===== config.mk =====
export PLATFORM = sky130hd
export DESIGN_NAME = kbd_autotype_sched
export DESIGN_NICKNAME = d
export VERILOG_FILES = /design/src/rtl/kbd_pkg.sv /design/src/rtl/kbd_seq_timer.sv /design/src/rtl/kbd_autotype_sched.sv
export SDC_FILE = /design/constraint.sdc
export NUM_CORES = 1
export LEC_CHECK = 0
export ABC_CLOCK_PERIOD_IN_PS = 8000
export BUFFER_PORTS_ARGS = -buffer_cell sky130_fd_sc_hd__buf_4
export CAP_MARGIN = 20
export CORE_UTILIZATION = 61
export DETAILED_ROUTE_END_ITERATION = 10
export PLACE_DENSITY = 0.84
export SETUP_SLACK_MARGIN = 0.4
export SLEW_MARGIN = 20
export SYNTH_ARGS = -nofsm -noshare
export SYNTH_HDL_FRONTEND = slang
export SYNTH_HIERARCHICAL = 1
export SYNTH_SLANG_ARGS = --single-unit

===== constraint.sdc =====
create_clock -name clk_sys -period 8 [get_ports clk_sys]
set_clock_uncertainty 0.2 [all_clocks]
set_input_delay 2.4 -clock clk_sys [delete_from_list [all_inputs] [get_ports clk_sys]]
set_output_delay 2.4 -clock clk_sys [all_outputs]
set_load 0.02 [all_outputs]

===== src/rtl/kbd_pkg.sv =====
// kbd_pkg: shared state, entry type and PS/2 event constants for the autotype scheduler
package kbd_pkg;
  typedef enum logic [3:0] {
    S_IDLE, S_FETCH, S_SHIFT_DN, S_KEY_DN, S_HOLD, S_KEY_UP, S_SHIFT_UP, S_GAP, S_END
  } kbd_as_state_t;
  typedef struct packed {
    logic       shift;
    logic       ext;
    logic [7:0] code;
  } kbd_seq_entry_t;
  localparam logic [7:0] SC_LSHIFT = 8'h12;
  localparam logic [7:0] SC_END    = 8'h00;
  localparam int K_STB = 10;
  localparam int K_PRS = 9;
  localparam int K_EXT = 8;
endpackage


===== src/rtl/kbd_seq_timer.sv =====
// kbd_seq_timer: loadable down-counter that stops at zero
//  clk_sys, reset : clock, synchronous active-high reset
//  load, val      : load val this cycle (wins over en)
//  en             : count down by one while nonzero
//  expired        : counter is zero
module kbd_seq_timer #(
  parameter int W = 8
) (
  input  logic         clk_sys,
  input  logic         reset,
  input  logic         load,
  input  logic         en,
  input  logic [W-1:0] val,
  output logic         expired
);
  logic [W-1:0] cnt;
  assign expired = cnt == '0;
  always_ff @(posedge clk_sys)
    if (reset) cnt <= '0;
    else if (load) cnt <= val;
    else if (en && !expired) cnt <= cnt - 1'b1;
endmodule


===== src/rtl/kbd_autotype_sched.sv =====
// kbd_autotype_sched: injects ROM keystroke sequences into the PS/2 event stream, merged with physical keys
//  clk_sys, reset : clock, synchronous active-high reset
//  ps2_key_in     : physical events {strobe, pressed, ext, code}
//  start          : pulse, run the sequence from address 0
//  seq_addr       : ROM address, data arrives one cycle later on seq_data {shift, ext, code}
//  ps2_key_out    : merged event stream, same format as ps2_key_in
//  busy, done     : sequence running / one-cycle pulse on end or abort
module kbd_autotype_sched
  import kbd_pkg::*;
#(
  parameter int SEQ_AW       = 6,
  parameter int HOLD_CYCLES  = 1_000_000,
  parameter int GAP_CYCLES   = 500_000,
  parameter int ABORT_ON_KEY = 1
) (
  input  logic              clk_sys,
  input  logic              reset,
  input  logic [10:0]       ps2_key_in,
  input  logic              start,
  output logic [SEQ_AW-1:0] seq_addr,
  input  logic [9:0]        seq_data,
  output logic [10:0]       ps2_key_out,
  output logic              busy,
  output logic              done
);
  localparam int TMAX = HOLD_CYCLES > GAP_CYCLES ? HOLD_CYCLES : GAP_CYCLES;
  localparam int TW = $clog2(TMAX + 1);
  localparam logic [TW-1:0] T_HOLD = TW'(HOLD_CYCLES - 1);
  localparam logic [TW-1:0] T_GAP  = TW'(GAP_CYCLES - 1);
  kbd_as_state_t state, nxt;
  kbd_seq_entry_t ent, rd;
  logic strb, rdy, abrt, phys, abort, inj_due, inj_go, tload, texp;
  logic [9:0] inj_ev;
  assign rd = seq_data;
  assign phys = ps2_key_in[K_STB] != strb;
  assign abort = (ABORT_ON_KEY != 0) && phys && ps2_key_in[K_PRS] && state != S_IDLE && state != S_END;
  // a physical event owns the output this cycle; the injector retries next cycle
  assign inj_go = inj_due && !phys;
  assign tload = inj_go && (state == S_KEY_DN || state == S_SHIFT_UP || (state == S_KEY_UP && !ent.shift));
  always_comb begin
    inj_due = state inside {S_SHIFT_DN, S_KEY_DN, S_KEY_UP, S_SHIFT_UP};
    inj_ev = state == S_SHIFT_DN ? {2'b10, SC_LSHIFT} :
             state == S_KEY_DN   ? {1'b1, ent.ext, ent.code} :
             state == S_KEY_UP   ? {1'b0, ent.ext, ent.code} : {2'b00, SC_LSHIFT};
  end
  kbd_seq_timer #(.W(TW)) u_timer (
    .clk_sys(clk_sys),
    .reset(reset),
    .load(tload),
    .en(state == S_HOLD || state == S_GAP),
    .val(state == S_KEY_DN ? T_HOLD : T_GAP),
    .expired(texp)
  );
  always_ff @(posedge clk_sys)
    if (reset) state <= S_IDLE;
    else state <= nxt;
  // abort unwinds through KEY_UP/SHIFT_UP so held keys are released before END
  always_comb begin
    nxt = state;
    case (state)
      S_IDLE:     nxt = start ? S_FETCH : S_IDLE;
      S_FETCH:    nxt = abort ? S_END : !rdy ? S_FETCH : rd.code == SC_END ? S_END : rd.shift ? S_SHIFT_DN : S_KEY_DN;
      S_SHIFT_DN: nxt = abort ? S_END : inj_go ? S_KEY_DN : S_SHIFT_DN;
      S_KEY_DN:   nxt = abort ? (ent.shift ? S_SHIFT_UP : S_END) : inj_go ? S_HOLD : S_KEY_DN;
      S_HOLD:     nxt = abort || texp ? S_KEY_UP : S_HOLD;
      S_KEY_UP:   nxt = !inj_go ? S_KEY_UP : ent.shift ? S_SHIFT_UP : abrt ? S_END : S_GAP;
      S_SHIFT_UP: nxt = !inj_go ? S_SHIFT_UP : abrt ? S_END : S_GAP;
      S_GAP:      nxt = abort ? S_END : !texp ? S_GAP : &seq_addr ? S_END : S_FETCH;
      default:    nxt = S_IDLE;
    endcase
  end
  always_comb begin
    busy = state != S_IDLE;
    done = state == S_END;
  end
  always_ff @(posedge clk_sys)
    if (reset) begin
      ps2_key_out <= '0;
      strb <= 1'b0;
      seq_addr <= '0;
      ent <= '0;
      rdy <= 1'b0;
      abrt <= 1'b0;
    end else begin
      strb <= ps2_key_in[K_STB];
      if (phys) ps2_key_out <= {~ps2_key_out[K_STB], ps2_key_in[9:0]};
      else if (inj_go) ps2_key_out <= {~ps2_key_out[K_STB], inj_ev};
      rdy <= state == S_FETCH && !rdy && !abort;
      if (state == S_FETCH && rdy) ent <= rd;
      if (state == S_IDLE && start) seq_addr <= '0;
      else if (state == S_GAP && texp && !abort && !(&seq_addr)) seq_addr <= seq_addr + 1'b1;
      abrt <= state == S_IDLE ? 1'b0 : abrt | abort;
    end
endmodule


======== After elaboration in Yosys (flattened, before gate mapping) ========
Index checks and enable logic that the tools add are counted.
operators by class
  muxes and demuxes ....................... 27
  bitwise logic cells ..................... 2
  reductions and logical operators ........ 34
  $add $sub $neg .......................... 2
  eq/ne operators ......................... 10
operator list
  cell                   number
  $mux 20                3
  $mux 4                 13
  $pmux 4 s8             1
  $mux 11                2
  $logic_not 20->1       1
  $mux 10                2
  $sub 20x1->20 const B  1
  $eq 4x3->1 const B     4
  $logic_and 1x1->1      14
  $mux 9                 1
  $eq 4x2->1 const B     2
  $logic_not 8->1        1
  $reduce_bool 4->1      2
  $add 6x1->6 const B    1
  $logic_not 1->1        6
  $reduce_and 6->1       1
  $eq 4x1->1 const B     1
  $eq 4x4->1 const B     1
  $logic_not 4->1        1
  $logic_or 1x1->1       4
  $mux 1                 4
  $ne 4x4->1 const B     1
  $reduce_bool 2->1      2
  $reduce_or 2->1        2
  other kinds (4)        4
storage, ports and cells
  flip-flop bits (word level) ............. 54
  input bits .............................. 24
  word-level logic and storage cells ...... 85
  output and inout port bits .............. 19

======== Logic depth before layout (Yosys ltp) ========
  depth after elaboration ................. 7
  mapped depth ............................ 11
  mapped depth without buffers ............ 9

======== Cells and area by module ========
Netlist, hierarchy kept.
modules (own cells, without submodules)
  module              instances  cells each  seq. area each (um^2)  area an instance (um^2)
  kbd_autotype_sched  1          197         680.7                  1,695.4
  kbd_seq_timer       1          143         400.4                  1,213.7

======== Worst setup path before layout ========
No wires, ideal clock.
  path kind ............................... in2reg
  from .................................... input port ps2_key_in[10]
  to ...................................... register u_timer.cnt[8]
  stages .................................. 5
  required time ........................... 7.685 ns
  data arrival time ....................... 3.594 ns
  path slack .............................. 4.092 ns
  setup time .............................. 0.115 ns
  buffers on the path ..................... 1
  path through ............................ xnor2_2 and3_1 clkbuf_1 nor2_1 a2111oi_0
between the ends
  longest elaborated chain between the ends .. 5
  elaborated cells on any way between the ends .. 6
  those cells by class .................... eq/ne (1); mux (1); reduce/logical (4)
ends and longest elaborated chain
  element                                       RTL line                  text
  start, declared                               kbd_autotype_sched.sv:18  input logic [10:0] ps2_key_in,
  $ne 1x1->1 *                                  kbd_autotype_sched.sv:35  assign phys = ps2_key_in[K_STB] != strb;
  $logic_not 1->1 *                             kbd_autotype_sched.sv:38  assign inj_go = inj_due && !phys;
  $logic_and 1x1->1 *                           kbd_autotype_sched.sv:38
  $logic_and 1x1->1 *                           kbd_autotype_sched.sv:39  assign tload = inj_go && (state == S_KEY_DN || state == S_SHIFT_UP || (state == S_KEY_UP && !ent.shift));
  named net tload                               kbd_autotype_sched.sv:32  logic strb, rdy, abrt, phys, abort, inj_due, inj_go, tload, texp;
  $mux 20 or $reduce_bool 2->1 (tied branches)  --
  end signal, assigned                          kbd_seq_timer.sv:20       else if (load) cnt <= val;
  end signal, assigned                          kbd_seq_timer.sv:21       else if (en && !expired) cnt <= cnt - 1'b1;
  end, declared                                 kbd_seq_timer.sv:16       logic [W-1:0] cnt;
Mark *: on every way through the listed nets, which the timed path passes. The rest lies on a longest branch.
A chain may end at the register's enable or synchronous reset.

======== Worst setup path in the final report ========
Same ends and word-level chain as after synthesis.

==> run_results.csv <==
group,metric,value,unit
job,max_cap_viol_count,0,
synthesis,yosysTopAreaCellShare,0.372,
synthesis,synth_edf_count,0,
cells_and_area,synthToLayoutAreaGrowth,17.2,%
clocking,postCtsSetupBuffers,0,
synthesis,synthCells,340,
synthesis,synth_top_flop_cell,"sky130_fd_sc_hd__dfxtp_1",
timing,timing_worst_slew_pin_value,0.856,ns
synthesis,synth_largest_area_cell,"sky130_fd_sc_hd__dfxtp_1",
hold_path,timing.hold.worst.class,"reg -> reg",
synthesis,simple_logic_cell_fraction_of_the_synthesized_area,0.271,
cells_and_area,final_nets,410,
synthesis,leading_cell_types_by_total_area_after_synthesis,"sky130_fd_sc_hd__dfxtp_1 (37%), sky130_fd_sc_hd__nor2_1 (6.8%), sky130_fd_sc_hd__xnor2_1 (4.2%), sky130_fd_sc_hd__a211oi_1 (4.1%), sky130_fd_sc_hd__mux2i_1 (3.8%)",
floorplanning,boundaryPins,43,
route,detailroute.via_count,2652,
hold_path,hold-path-endpoint,"ps2_key_out[4]$_SDFFE_PP0P_",
cells_and_area,layout.cells.most_common,"sky130_fd_sc_hd__dfxtp_1",
power_and_ir_drop,combinationalPowerShare,0.118,
worst_setup_path,worstPathRequired,7.99,ns
grt,grt_pass1_wl,11.1,mm
route,dr.first_iter.drc_count,190,
worst_setup_path,reg_to_reg_slack_setup,4.67,ns
cells_and_area,multi_input_area,1750,um^2
floorplanning,fp-row-count,24,
timing,setup-tns-final,0,ns
power_and_ir_drop,share_seq_of_total_power,0.503,
synthesis,postSynth.asyncResetShare,0,
clocking,numClockSinks,54,
placed_design,hpwl,4.64,mm
cells_and_area,post_route_cells_drive_above_1_share,0.185,
route,vias_per_cell,6.08,
power_and_ir_drop,max-vdd-ir-drop,0.110,mV
cells_and_area,final-seq-area,1080,um^2
synthesis,synth_top_family_by_area,"simple AND/OR/NAND/NOR gates",
route,met2_routed_length,3.19,mm
placed_design,routabilityCongestion,0.904,
clocking,root_buffer,"sky130_fd_sc_hd__clkbuf_8",
timing,rsz_0062_raised_after_global_routing,"false",
worst_setup_path,worstSetupStartpointType,"input pin",
synthesis,synth.yosys.warnings,6,
cells_and_area,layout.cells.most_common_list,"sky130_fd_sc_hd__dfxtp_1 (54), sky130_fd_sc_hd__nor2_1 (53), sky130_fd_sc_hd__buf_4 (44)",
route,drt_drc_violations_left,0,
timing,fmax,228,MHz
synthesis,synthesized_area_divided_by_synthesized_cell_count,8.56,um^2
route,topRoutingLayerUsed,"met4",
grt,globalRouteOverflowTotal,0,
power_and_ir_drop,power_density,166,nW/um^2
route,drtPass1Iterations,7,
grt,gr-usage-all-layers,0.275,
worst_setup_path,r2r_end,"u_timer/cnt[10]$_SDFFE_PP0P_",
grt,antenna_violations_before_repair,0,
timing,finalHoldViolCount,0,
synthesis,synth.yosys.seq_area_share,0.372,
route,postRouteWirelength,6.50,mm
route,antenna_violating_nets_post_route,0,
synthesis,post_synth_fa_ha_maj_area_fraction,0.0129,
timing,timing.hold.ws,0.275,ns
floorplanning,initial_utilization,0.650,
clocking,clkSlewWorstSetupHoldPaths,0.10,ns
worst_setup_path,critical_path_data_arrival_time,4.38,ns
worst_setup_path,reg2reg_depth,8,
placed_design,numPlacedInstances,428,
grt,grt_start_max_net_pins,48,
worst_setup_path,worstSetupEndpointType,"flop",
power_and_ir_drop,net_switching_power,135,uW
cells_and_area,layoutNonFillerInstCount,436,
route,met3RoutedLength,340,um
hold_path,hold_crit_depth,2,
floorplanning,die_area,5050,um^2
synthesis,synth_seq_cells,54,
synthesis,synthDistinctLibCells,59,
placed_design,io_buffers,42,
floorplanning,die_h,71.1,um
floorplanning,floorplan.core_area,4470,um^2
timing,timing_max_transition_violations_final,0,
timing,timing.max_slew.rel_slack,0.429,
synthesis,synth-xor-area-share,0.0714,
cells_and_area,n_fill_cell,347,
worst_setup_path,worst_path_class_setup,"in -> reg",
route,wl_per_cell,14.9,um
timing,layout_worst_path_cycle_share,0.549,
timing,timing.final.setup_violations,0,
worst_setup_path,rr_startpoint,"state[1]$_SDFF_PP0_",
power_and_ir_drop,total_leakage_power,1.37,nW
clocking,cts.hold.buffers_added,0,
hold_path,hold_path_startpoint,"ps2_key_out[4]$_SDFFE_PP0P_",
clocking,ctsHtreeMaxLevel,2,
clocking,cts_tree,"done",
power_and_ir_drop,p_int,430,uW
clocking,ctsResizeCount,0,
cells_and_area,antenna_cells,0,
timing,layout_min_cycle_time,4.39,ns
grt,via_count_of_the_first_global_routing_pass,2453,
route,wl_met1,2.88,mm
synthesis,compound_gate_fraction_of_synth_area,0.185,
floorplanning,die_w,71.1,um
power_and_ir_drop,share_of_total_power_in_the_clock_network,0.379,
synthesis,synth.cell_area,2910,um^2
clocking,cts-buffers-inserted,5,
worst_setup_path,worstPathMaxFanout,34,
power_and_ir_drop,switching_share,0.239,
clocking,max-clock-path-buffers,2,
clocking,clock_latency,0.31,ns
outcome,status,"finished, final reports clean",
synthesis,synth.area.mux_share,0.0417,
==> cells in the mapped netlist (all sizes together) (3+ instances only) <==
cell type,count
clkbuf,13
nand2b,4
o21ai,4
a31oi,7
a21oi,15
xor2,7
a222oi,7
inv,13
nor2b,5
nand4b,3
nand2,10
a211oi,17
nor2,53
or4,4
nor3,16
mux2i,11
ha,3
a2111oi,4
and2,4
buf,6
or3,5
nand3,10
nor4b,3
and3,5
dfxtp,54
nor4,8
a311oi,3
xnor2,15
==> flip-flops by register name, indices dropped and copies added (netlist names) <==
signal,count
u_timer/cnt,20
ps2_key_out,11
ent,10
seq_addr,6
state,4
abrt,1
rdy,1
strb,1
==> cell type report <==
class,count,area share
repair buffers,44,0.0969
multi-input cells,265,0.512
inverters,13,0.0143
flip-flops and latches,54,0.317
clock buffers,5,0.0202
clock inverters,3,0.0202
well taps,52,0.0191
==> through the flow <==
stage               cell area [um^2]   util  setup slack (ns)  total power [mW]
CTS                             3400  0.761              3.62             0.570
detailed placement              3270  0.730              3.29             0.357
finish                          3410  0.762              3.61             0.565
floorplan                       2950      -              4.09             0.330
global placement                3270  0.730              3.41             0.355
global route                    3410  0.762              3.45             0.589
==> worst max path at each step <==
stage / start / to / slack [ns] / depth (start not counted)
global placement: ps2_key_in[10] / u_timer/cnt[8]$_SDFFE_PP0P_ / 3.41 / 6
detailed placement: ps2_key_in[10] / u_timer/cnt[8]$_SDFFE_PP0P_ / 3.29 / 6
floorplan: ps2_key_in[10] / u_timer/cnt[8]$_SDFFE_PP0P_ / 4.09 / 5
finish: ps2_key_in[10] / u_timer/cnt[8]$_SDFFE_PP0P_ / 3.61 / 6
CTS: ps2_key_in[10] / u_timer/cnt[8]$_SDFFE_PP0P_ / 3.62 / 6
global route: ps2_key_in[10] / u_timer/cnt[10]$_SDFFE_PP0P_ / 3.45 / 6
==> power groups by stage <==
stage	registers (mW)	logic (mW)	clock network, mW
global placement	0.290	0.0651	0
CTS	0.284	0.0668	0.219
global route	0.285	0.0729	0.231
floorplan	0.294	0.0369	0
detailed placement	0.290	0.0666	0
finish	0.284	0.0669	0.214
==> layer usage <==
layer | vias up | track usage
li1 | 1324 | -
met4 | 0 | 0.0756
met5 | - | 0
met2 | 77 | 0.472
met3 | 10 | 0.0499
met1 | 1241 | 0.355
==> kinds of logic after synthesis <==
group           Yosys count
fa+ha+maj                 3
mux                      12
simple gates            143
flops                    54
buf+inv                  32
other cells               2
compound gates           72
xor+xnor                 22
==> worst max-delay path, stage by stage <==
cell and delay, ns:
sky130_fd_sc_hd__buf_4 0.13, sky130_fd_sc_hd__xnor2_2 0.40, sky130_fd_sc_hd__and3_1 0.47, sky130_fd_sc_hd__inv_2 0.32, sky130_fd_sc_hd__and4b_1 0.29, sky130_fd_sc_hd__a2111oi_0 0.37
Power figures use the tool's default switching activity.
